`config.mk`:
```
export PLATFORM = sky130hd
export DESIGN_NAME = postadder_fp2
export DESIGN_NICKNAME = d
export VERILOG_FILES = /design/src/rtl/postadder_fp2.sv
export SDC_FILE = /design/constraint.sdc
export NUM_CORES = 1
export LEC_CHECK = 0
export ABC_AREA = 1
export BUFFER_PORTS_ARGS = -buffer_cell sky130_fd_sc_hd__buf_4
export CORE_MARGIN = 2
export CORE_UTILIZATION = 52
export CTS_CLUSTER_SIZE = 10
export DETAILED_ROUTE_END_ITERATION = 16
export PLACE_DENSITY = 0.73
export SLEW_MARGIN = 20
export SYNTH_ARGS = -nofsm -noshare
export SYNTH_HDL_FRONTEND = slang
export SYNTH_SLANG_ARGS = --single-unit
```
`constraint.sdc`:
```
create_clock -name clk -period 3.19 [get_ports clk]
set_input_delay 0.1595 -clock clk [delete_from_list [all_inputs] [get_ports clk]]
set_output_delay 0.1595 -clock clk [all_outputs]
set_load 0.01 [all_outputs]
```
`src/rtl/postadder_fp2.sv`:
```
// Post-adder for a two-lane (Fp2) multiplier pipeline.
// Collects product beats into groups and combines them into the real and
// imaginary coefficients z0/z1:
//   mode 10 (Karatsuba)        : T0, T1, T2 -> z0 = T0 - T1, z1 = T2 - T0 - T1
//   mode 01 (complex squaring) : T0, T1     -> z0 = T0,      z1 = 2*T1
//   mode 00/11 (pass-through)  : D          -> z0 = D,       z1 = 0
// All lanes are unreduced redundant values that wrap modulo 2^W.
// Optional feature: define POSTADDER_ABORT_EN to add an 'abort' input that
// discards a partially received group.
module postadder_fp2 #(
  parameter int unsigned W = 64
) (
  input  logic         clk,
  input  logic         rstn,
`ifdef POSTADDER_ABORT_EN
  input  logic         abort,
`endif
  input  logic [1:0]   mode,
  input  logic         in_valid,
  output logic         in_ready,
  input  logic [W-1:0] in_data,
  output logic         out_valid,
  input  logic         out_ready,
  output logic [W-1:0] out_z0,
  output logic [W-1:0] out_z1,
  output logic         busy
);

  typedef enum logic [1:0] {StIdle, StGot1, StGot2} state_e;

  localparam logic [1:0] ModeKara = 2'b10;
  localparam logic [1:0] ModeSqr  = 2'b01;

  state_e         state_q, state_d;
  logic [1:0]     mode_q, mode_d;
  logic [W-1:0]   acc0_q, acc0_d;
  logic [W-1:0]   acc1_q, acc1_d;
  logic           out_valid_q, out_valid_d;
  logic [W-1:0]   out_z0_q, out_z0_d;
  logic [W-1:0]   out_z1_q, out_z1_d;
  logic           accept;

  // Ready depends only on the output register, never on the beat position,
  // so a held result stalls every beat of a group alike.
  assign in_ready  = !(out_valid_q && !out_ready);
`ifdef POSTADDER_ABORT_EN
  assign accept    = in_valid && in_ready && !abort;
`else
  assign accept    = in_valid && in_ready;
`endif
  assign busy      = (state_q != StIdle);
  assign out_valid = out_valid_q;
  assign out_z0    = out_z0_q;
  assign out_z1    = out_z1_q;

  // Next-state: group sequencing, running accumulators and result register.
  always_comb begin
    state_d     = state_q;
    mode_d      = mode_q;
    acc0_d      = acc0_q;
    acc1_d      = acc1_q;
    out_valid_d = out_valid_q;
    out_z0_d    = out_z0_q;
    out_z1_d    = out_z1_q;

    // Drain of the held result; overridden below if a final beat lands too.
    if (out_valid_q && out_ready) begin
      out_valid_d = 1'b0;
    end

    if (accept) begin
      unique case (state_q)
        StIdle: begin
          mode_d = mode;
          if (mode == ModeKara || mode == ModeSqr) begin
            acc0_d  = in_data;
            acc1_d  = -in_data;
            state_d = StGot1;
          end else begin
            out_valid_d = 1'b1;
            out_z0_d    = in_data;
            out_z1_d    = '0;
          end
        end
        StGot1: begin
          if (mode_q == ModeKara) begin
            acc0_d  = acc0_q - in_data;
            acc1_d  = acc1_q - in_data;
            state_d = StGot2;
          end else begin
            // Squaring: second beat is a0*a1, doubled by a shift.
            out_valid_d = 1'b1;
            out_z0_d    = acc0_q;
            out_z1_d    = {in_data[W-2:0], 1'b0};
            state_d     = StIdle;
          end
        end
        StGot2: begin
          out_valid_d = 1'b1;
          out_z0_d    = acc0_q;
          out_z1_d    = acc1_q + in_data;
          state_d     = StIdle;
        end
        default: begin
          state_d = StIdle;
        end
      endcase
    end

`ifdef POSTADDER_ABORT_EN
    // Abort drops the partial group; a held output is left alone.
    if (abort) begin
      state_d = StIdle;
      acc0_d  = '0;
      acc1_d  = '0;
    end
`endif
  end

  // State registers with asynchronous active-low reset.
  always_ff @(posedge clk or negedge rstn) begin
    if (!rstn) begin
      state_q     <= StIdle;
      mode_q      <= 2'b00;
      acc0_q      <= '0;
      acc1_q      <= '0;
      out_valid_q <= 1'b0;
      out_z0_q    <= '0;
      out_z1_q    <= '0;
    end else begin
      state_q     <= state_d;
      mode_q      <= mode_d;
      acc0_q      <= acc0_d;
      acc1_q      <= acc1_d;
      out_valid_q <= out_valid_d;
      out_z0_q    <= out_z0_d;
      out_z1_q    <= out_z1_d;
    end
  end

endmodule

```
# [Yosys cells after proc, flatten, opt, wreduce, memory -nomap -nowiden]
# Index checks and enable logic that the tools add are counted.
[totals] ff_bits=261 in_bits=70 elab_cells=54 output_inout_bits=131
[classes] n_eq_ne=9 n_reduce_logical=14 n_mux=20 addsub=4
[op_table] cell="$mux 64" count=8
[op_table] cell="$pmux 64 s3" count=2
[op_table] cell="$pmux 64 s2" count=2
[op_table] cell="$sub 64x64->64" count=2
[op_table] cell="$add 64x64->64" count=1
[op_table] cell="$neg 64->64" count=1
[op_table] cell="$ne 2x2->1 const B" count=4
[op_table] cell="$reduce_and 4->1" count=2
[op_table] cell="$eq 2x2->1 const B" count=3
[op_table] cell="$eq 2x1->1 const B" count=2
[op_table] cell="$mux 1" count=4
[op_table] cell="$mux 2" count=2
[op_table] cell="$pmux 2 s2" count=1
[op_table] cell="$reduce_and 2->1" count=2
[op_table] cell="$reduce_bool 2->1" count=2
[op_table] cell="$logic_and 1x1->1" count=3
[op_table] cell="$pmux 1 s3" count=1
[op_table] cell="$reduce_bool 3->1" count=1
[op_table] cell="$logic_not 1->1" count=2
[op_table] cell="$logic_not 2->1" count=1
[op_table] cell="$logic_or 1x1->1" count=1

# [Depth between registers and ports, before layout]
# Gate-level depths: netlist (run 1).
[depth] depth_word=5 ltp_mapped=22 ltp_nobuf=19

# [Worst setup path before layout (run 1)]
# No wires, ideal clock.
[synth_path] path_kind="reg2reg" from="reg state_q[1]" to="reg acc1_q[54]" setup_time_ns=0.117 path_buffers=3 path_slack_ns=-0.069 t_required_ns=3.073 period_less_slack_ns=3.259 stages_incl_launch_ff=23 t_arrival_ns=3.141 path_cell_list="dfrtp_1 -> inv_1 -> ha_1 -> clkbuf_1 -> clkbuf_1 -> clkbuf_1 -> nand2_1 -> ha_1 -> fa_1 -> inv_1 -> nand3_1 -> nand2_2 -> nand2_1 -> nand2_2 -> nand3_1 -> nand2_1 -> nand3_1 -> nand2_1 -> nand2_1 -> nand2_1 -> nand2_1 -> nand3_1 -> nand2_1"
[synth_via] elab_chain_cells=3 word_cells_on_any_way=7 cone_classes="3 x eq/ne; 1 x mux; 3 x reduce/logical"
[synth_rtl] item="start: declaration" line_no="34" rtl="state_e state_q, state_d;"
[synth_rtl] item="start signal: assignment" line_no="123" rtl="state_q <= StIdle;"
[synth_rtl] item="start signal: assignment" line_no="131" rtl="state_q <= state_d;"
[synth_rtl] item="$eq 2x1->1 / $logic_not 2->1 (equally long branches)" line_no="72" rtl="unique case (state_q)"
[synth_rtl] item="$ne 2x2->1 (no source line) / $reduce_bool 2->1 (equally long branches)"
[synth_rtl] item="$reduce_and 4->1 (no source line)"
[synth_rtl] item="end signal: assignment" line_no="126" rtl="acc1_q <= '0;"
[synth_rtl] item="end signal: assignment" line_no="134" rtl="acc1_q <= acc1_d;"
[synth_rtl] item="end: declaration" line_no="37" rtl="logic [W-1:0] acc1_q, acc1_d;"
# Parallel ways exist; a longest one is shown, timed or not.
# A chain may end at the register's enable or synchronous reset.

# [Final worst setup path (run 1)]
[layout_path] from="reg state_q[1]" to="reg acc1_q[55]"
# Same word-level chain as after synthesis.

==> results of run 1 <==
==> cell families after synthesis <==
kind of cell | Yosys count
multiplexers | 1
adder cells (fa/ha/maj) | 197
flip-flops | 261
AO/OA/AOI/OAI | 658
XOR/XNOR | 66
AND/OR/NAND/NOR | 2750
buffers and inverters | 982
==> state kept, by name, summed over array words and instances (netlist names) <==
name	cells
state_q	2
acc0_q	64
mode_q	2
acc1_q	64
out_valid	1
out_z0	64
out_z1	64
==> worst paths after layout <==
check,startpoint,end,slack [ps]
worst max-delay path,state_q[1],acc1_q[55],90
worst min-delay path,rstn,acc0_q[8],190
worst max register to register,state_q[1],acc1_q[55],90
worst min register to register,out_z1[45],out_z1[45],480
max in group asynchronous,rstn,acc1_q[36],2070
min in group clk,mode[1],mode_q[1],410
==> timing repair <==
item,4_1_cts,5_1_grt
endpoints found under the setup margin,0,25
gates resized for setup,0,35
endpoints found under the hold margin,171,0
hold buffers,69,0
==> metal layers <==
metal	global-route usage [%]	vias to the layer above	routed length, µm
li1	-	15774	-
met1	56.2	14817	49400
met2	62.7	1677	49500
met3	10.3	314	13400
met4	18.1	8	5970
met5	0	-	44
==> critical path: cells and delay by family, from the launching register on <==
family	cells	cell delay, ps
DFF	1	410
and+or+nand+nor	7	690
AOI/OAI and AO/OA	3	850
adders and majority gates	2	570
buffers and inverters	3	460
==> final cells by class <==
type,count,area (µm²)
clock inverter,11,121
sequential,261,6530
timing repair buffer,321,2720
clock buffer,47,983
tap,696,871
multi-input combinational,3672,17800
inverter,879,3300
fill,5507,21200
==> stage by stage <==
step	area (µm²)	hold WS (ps)	utilization, %	setup TNS [ps]
CTS	32200	205	60.1	0
finish	32400	189	60.4	0
floorplan	28100	-136	-	0
global route	32400	237	60.4	-8.80
global placement	30400	214	56.8	0
detailed placement	30400	216	56.8	0
==> placed cells by master (no fill, tap or decap), types with 3 or more instances in the layout <==
cell type,netlist,routed
buf_12,0,7
nor3_1,38,37
nand3_2,13,15
nand3_1,239,237
or2_2,3,3
inv_6,0,3
o21bai_1,25,25
nor4_1,6,6
nand2_2,25,29
o21a_1,3,3
or2_1,9,9
dlygate4sd3_1,0,69
a21o_1,4,4
inv_1,866,865
ha_1,194,191
a21boi_1,1,3
nand2_1,1924,1919
clkbuf_1,43,8
nor2_1,425,421
a21oi_2,2,8
clkinv_2,0,5
nand4_1,24,24
a21oi_1,303,297
a22o_1,14,14
buf_4,3,242
o21ai_0,201,194
o22ai_1,11,11
xnor2_1,30,30
nor3_2,4,4
dfrtp_1,261,261
clkinv_1,4,4
a31oi_1,65,65
fa_1,3,3
xor2_1,36,36
o21ai_1,21,27
clkbuf_16,0,38
o21ai_2,2,3
inv_2,9,8
nor2_2,27,30
nor4_2,4,4
==> report_power, final <==
part,internal (mW),leakage (nW),total (mW),switching (mW)
combinational,6.92,14.9,20.9,14.0
clock,2.33,0.538,4.00,1.68
sequential,4.86,3.25,6.59,1.73
==> flow_metrics.py, run 1 <==
metrics = {
    "floorplan": {
        "ios": 201,
        "placementRows": 85,
        "design.die.area_um2": 55900,
        "die_height_um": 236,
        "dieWidth_um": 236,
        "initial_core_util_pct": 52.4,
        "core_um2": 53600,
    },
    "layout": {
        "diodes": 0,
        "finish.net_count": 5438,
        "syn2layout_area_growth_pct": 15.2,
        "drive_above_1_share_pct": 8.09,
        "final_cells": 5887,
    },
    "critical_path": {
        "arrival_ps": 3550,
        "cp_common_cell": "nand2_1",
        "path_max_fanout": 23,
        "worstRegToRegCells": 15,
        "path_class": "register to register",
        "start_kind": "register",
        "endpoint_kind": "register",
        "required_ps": 3650,
        "max_stage_delay_ps": 410,
        "crit_path_cell_trace": "inv_1 -> ha_4 -> clkbuf_16 -> nand2_1 -> inv_1 -> ha_1 -> a21oi_1 -> o21ai_0 -> a21oi_1 -> nand2_1 -> nand2_1 -> and2_0 -> nand3_1 -> nand3_1 -> nand2_1",
        "slowest_stage": "dfrtp_1",
    },
    "worst_hold_path": {
        "hold_path.class": "input port to asynchronous set/reset pin",
    },
    "synth": {
        "synth.top_cell.area_share_pct": 25.7,
        "synth_ff_type": "dfrtp_1",
        "yosys.area_share.adder_pct": 8.86,
        "synth_warnings": 0,
        "ys_types": 51,
        "synth_area_leaders": "nand2_1 26%, dfrtp_1 23%, inv_1 12%",
        "async_reset_ff_share_pct": 100,
        "synth_compound_area_share_pct": 12.7,
        "ys_seq_elements": 261,
        "synth_top_family_by_area": "simple AND/OR/NAND/NOR gates",
        "synth_top_cell_by_area": "nand2_1",
        "syn-num-nets": 5182,
        "postSynthCellCount": 4915,
        "yosys-top-cells-count": "1924 x nand2_1, 866 x inv_1, 425 x nor2_1, 303 x a21oi_1, 261 x dfrtp_1",
        "netlist_area_um2": 28100,
        "syn_area_per_cell_um2": 5.71,
        "synth-edff-count": 0,
        "synth_most_common_cell": "nand2_1",
        "synth_xor_area_share_pct": 2.06,
        "ys_seq_area_share_pct": 23.3,
        "synthMuxAreaShare_pct": 0.0401,
        "synth-simple-area-share_pct": 39.5,
    },
    "detailed_routing": {
        "num_vias": 32590,
        "vias_per_cell": 5.54,
        "drt_first_pass_iters": 9,
        "wire_per_inst_um": 20.1,
        "drc": 0,
        "drt_wl_total_mm": 118,
        "drtIter0Drc": 3267,
        "ant_nets": 0,
    },
    "global_route": {
        "grt_start_max_net_pins": 91,
        "grt_pass1_vias": 30427,
        "grt_pass1_wl_mm": 176,
        "grt-ovfl-total": 0,
        "grt_use_total_pct": 41.5,
        "antenna_found_initial": 4,
    },
    "timing": {
        "rsz0062_at_grt": "true",
        "fin_crit_sh_pct": 97.1,
        "fmax_mhz": 323,
        "report.final.slew_viol_count": 0,
        "fin_skew_ps": 32.7,
        "maxSlewHeadroom_pct": 39.1,
        "worstMarginPinSlew_ps": 914,
        "worst_slack_ps": 93.9,
        "hold_viol": 0,
        "setup_violations": 0,
        "fin_crit_ps": 3100,
    },
    "clock_network": {
        "cts_tree": "yes",
        "cts_buffers": 36,
        "cts_max_level": 2,
        "clk_latency_ps": 580,
        "clk_path_buf_depth": 3,
        "cts_sinks": 261,
        "clk_pin_slew_ps": 60,
        "cts_root_buf": "clkbuf_16",
        "postCtsSetupRepairBufs": 0,
    },
    "pwr": {
        "p_per_area_nw_per_um2": 973,
        "power_mw": 31.5,
        "vdd_drop_max_uv": 574,
        "leakage_nw": 18.6,
    },
    "place": {
        "hpwl_mm": 96.0,
        "globalplace.congestion": 1.05,
        "portBuffers": 200,
        "post-place-ws_ps": 80.2,
        "dp.cells": 5759,
    },
    "outcome": {
        "outcome": "complete, no violations",
    },
    "flow_run": {
        "cap_violations": 0,
    },
}
(Power assumes the default switching activity.)
==> run 2: changes to the inputs <==
--- a/config.mk
+++ b/config.mk
@@ -11,7 +11,7 @@
 export CORE_UTILIZATION = 52
 export CTS_CLUSTER_SIZE = 10
 export DETAILED_ROUTE_END_ITERATION = 16
-export PLACE_DENSITY = 0.73
+export PLACE_DENSITY = 0.78
 export SLEW_MARGIN = 20
 export SYNTH_ARGS = -nofsm -noshare
 export SYNTH_HDL_FRONTEND = slang
==> run 2 against run 1 <==
  * Combinational power hardly changed
  * Routed wire length decreased by 0.33%
  * Global-route usage decreased by 0.31 points
  * Non-clock buffer count grew 6
  * Via count about the same
  * Worst hold slack worse by 130 ps
  * Final cell count barely moved
  * Clock power is 4% lower
  * Highest routed layer is now met4
==> flow_metrics.py, run 2 (synthesis results as in run 1) <==
metrics = {
    "layout": {
        "layout_common_cells": "1920 x nand2_1, 864 x inv_1, 418 x nor2_1",
        "layout_commonest_cell": "nand2_1",
        "post-route-cell-area_um2": 32400,
        "drive_above_1_share_pct": 8.36,
        "regArea_um2": 6530,
        "fillCellCount": 5418,
        "syn2layout_area_growth_pct": 15.4,
        "finish.net_count": 5443,
        "multi_input_area_um2": 17900,
        "final_util_pct": 60.5,
    },
    "floorplan": {
        "dieWidth_um": 236,
        "die_height_um": 236,
        "ios": 201,
        "initial_core_util_pct": 52.4,
        "design.die.area_um2": 55900,
        "core_um2": 53600,
        "placementRows": 85,
    },
    "timing": {
        "fin_crit_ps": 3110,
        "whs_ps": 61.8,
        "report.final.slew_viol_count": 0,
        "maxSlewHeadroom_pct": 45.1,
        "fin_skew_ps": 23.0,
        "hold_viol": 0,
        "worstMarginPinSlew_ps": 823,
        "fin_tns_setup_ps": 0,
        "fin_crit_sh_pct": 97.4,
        "fmax_mhz": 322,
        "setup_violations": 0,
    },
    "critical_path": {
        "r2r-start": "state_q[1]",
        "r2r-end": "acc1_q[58]",
        "worstRegToRegCells": 15,
        "start_kind": "register",
        "arrival_ps": 3570,
        "cp-startpoint": "state_q[1]",
        "path_class": "register to register",
        "endpoint_kind": "register",
        "path_max_fanout": 17,
        "ff2ff_setup_slack_ps": 80,
        "required_ps": 3650,
    },
    "place": {
        "placed_area_um2": 30400,
        "hpwl_mm": 95.4,
        "portBuffers": 200,
        "globalplace.congestion": 1.05,
    },
    "detailed_routing": {
        "wire_per_inst_um": 20.0,
        "drt_wl_total_mm": 118,
        "drtIter0Drc": 3244,
        "vias_per_cell": 5.54,
        "ant_nets": 0,
        "num_vias": 32602,
        "drc": 0,
        "drt_first_pass_iters": 6,
    },
    "clock_network": {
        "clk_latency_ps": 580,
        "cts_tree": "yes",
        "clk_path_buf_depth": 3,
        "cts_max_level": 2,
        "cts_buffers": 35,
        "cts_root_buf": "clkbuf_16",
        "clk_pin_slew_ps": 60,
        "cts_sinks": 261,
    },
    "worst_hold_path": {
        "hp-start": "out_ready",
        "hold_path_depth": 3,
        "holdPathEnd": "out_valid",
        "hold_path.class": "input port to register",
    },
    "pwr": {
        "leakage_nw": 18.7,
        "power_mw": 31.4,
        "vdd_drop_max_uv": 757,
        "p_per_area_nw_per_um2": 970,
    },
    "outcome": {
        "outcome": "complete, no violations",
    },
    "flow_run": {
        "cap_violations": 0,
    },
    "global_route": {
        "grt_use_total_pct": 41.2,
        "grt_start_max_net_pins": 124,
        "grt-ovfl-total": 0,
        "antenna_found_initial": 1,
        "grt_pass1_wl_mm": 175,
        "grt_pass1_vias": 30356,
    },
}
[run 2: cell types whose count changed in the layout (fill, tap and decap cells not counted), sizes merged]
cell,change
buf,+6
bufinv,-1
clkinv,-1
clkinvlp,+1
diode,+1
dlygate4sd3,-1
inv,-2
[run 2: what timing repair did]
action                                  in CTS  in global routing
endpoints found under the hold margin      178                  0
buffers inserted                             1                 11
pin swaps                                    1                  2
hold buffers                                68                  0
endpoints found under the setup margin       1                 32
cloned                                       0                  1
resized for setup                            1                 41
[run 2: area by class of cell]
type,count,area share (%)
Clock inverter,8,0.270
Antenna cell,1,0.00772
Tap cell,696,2.69
Inverter,879,10.2
Clock buffer,46,3.02
Timing Repair Buffer,327,8.54
Multi-Input combinational cell,3672,55.1
Sequential cell,261,20.2
[run 2: power breakdown]
part	internal, mW	switching, mW	total, mW
sequential	4.86	1.68	6.54
combinational	6.98	14.1	21.1
clock	2.22	1.62	3.85
[run 2: worst max-delay path by stage]
stage | endpoint | slack (ps) | cells past startpoint
2_1_floorplan | acc1_q[54] | 20 | 22
3_3_place_gp | acc1_q[52] | -190 | 17
3_5_place_dp | acc1_q[52] | -210 | 17
4_1_cts | acc1_q[51] | 7 | 18
5_1_grt | acc1_q[50] | -6 | 19
6_report | acc1_q[58] | 80 | 15
[run 2: through the flow]
step	setup WS [ps]	instances
2_1_floorplan	17.0	4915
3_3_place_gp	-186	5754
3_5_place_dp	-209	5754
4_1_cts	6.52	5877
5_1_grt	-5.85	5889
6_report	84.0	5890
[run 2: per-layer routing]
metal  vias up  routed length, µm  GRT usage (%)
li1      15786                  -              -
met1     14775              49200           55.8
met2      1753              49300           62.0
met3       288              13500           10.5
met4         0               5820           18.1
met5         -                  0              0
[run 2: worst max-delay path, stage by stage (launching register included)]
cell	delay, ps
dfrtp_1	400
inv_1	140
ha_4	290
buf_12	210
buf_4	150
nand2_1	50
inv_1	50
ha_1	260
a21oi_1	250
o21ai_0	210
a21oi_1	230
o21ai_0	140
a21oi_1	330
nand3_1	120
nand3_1	100
nand2_1	50
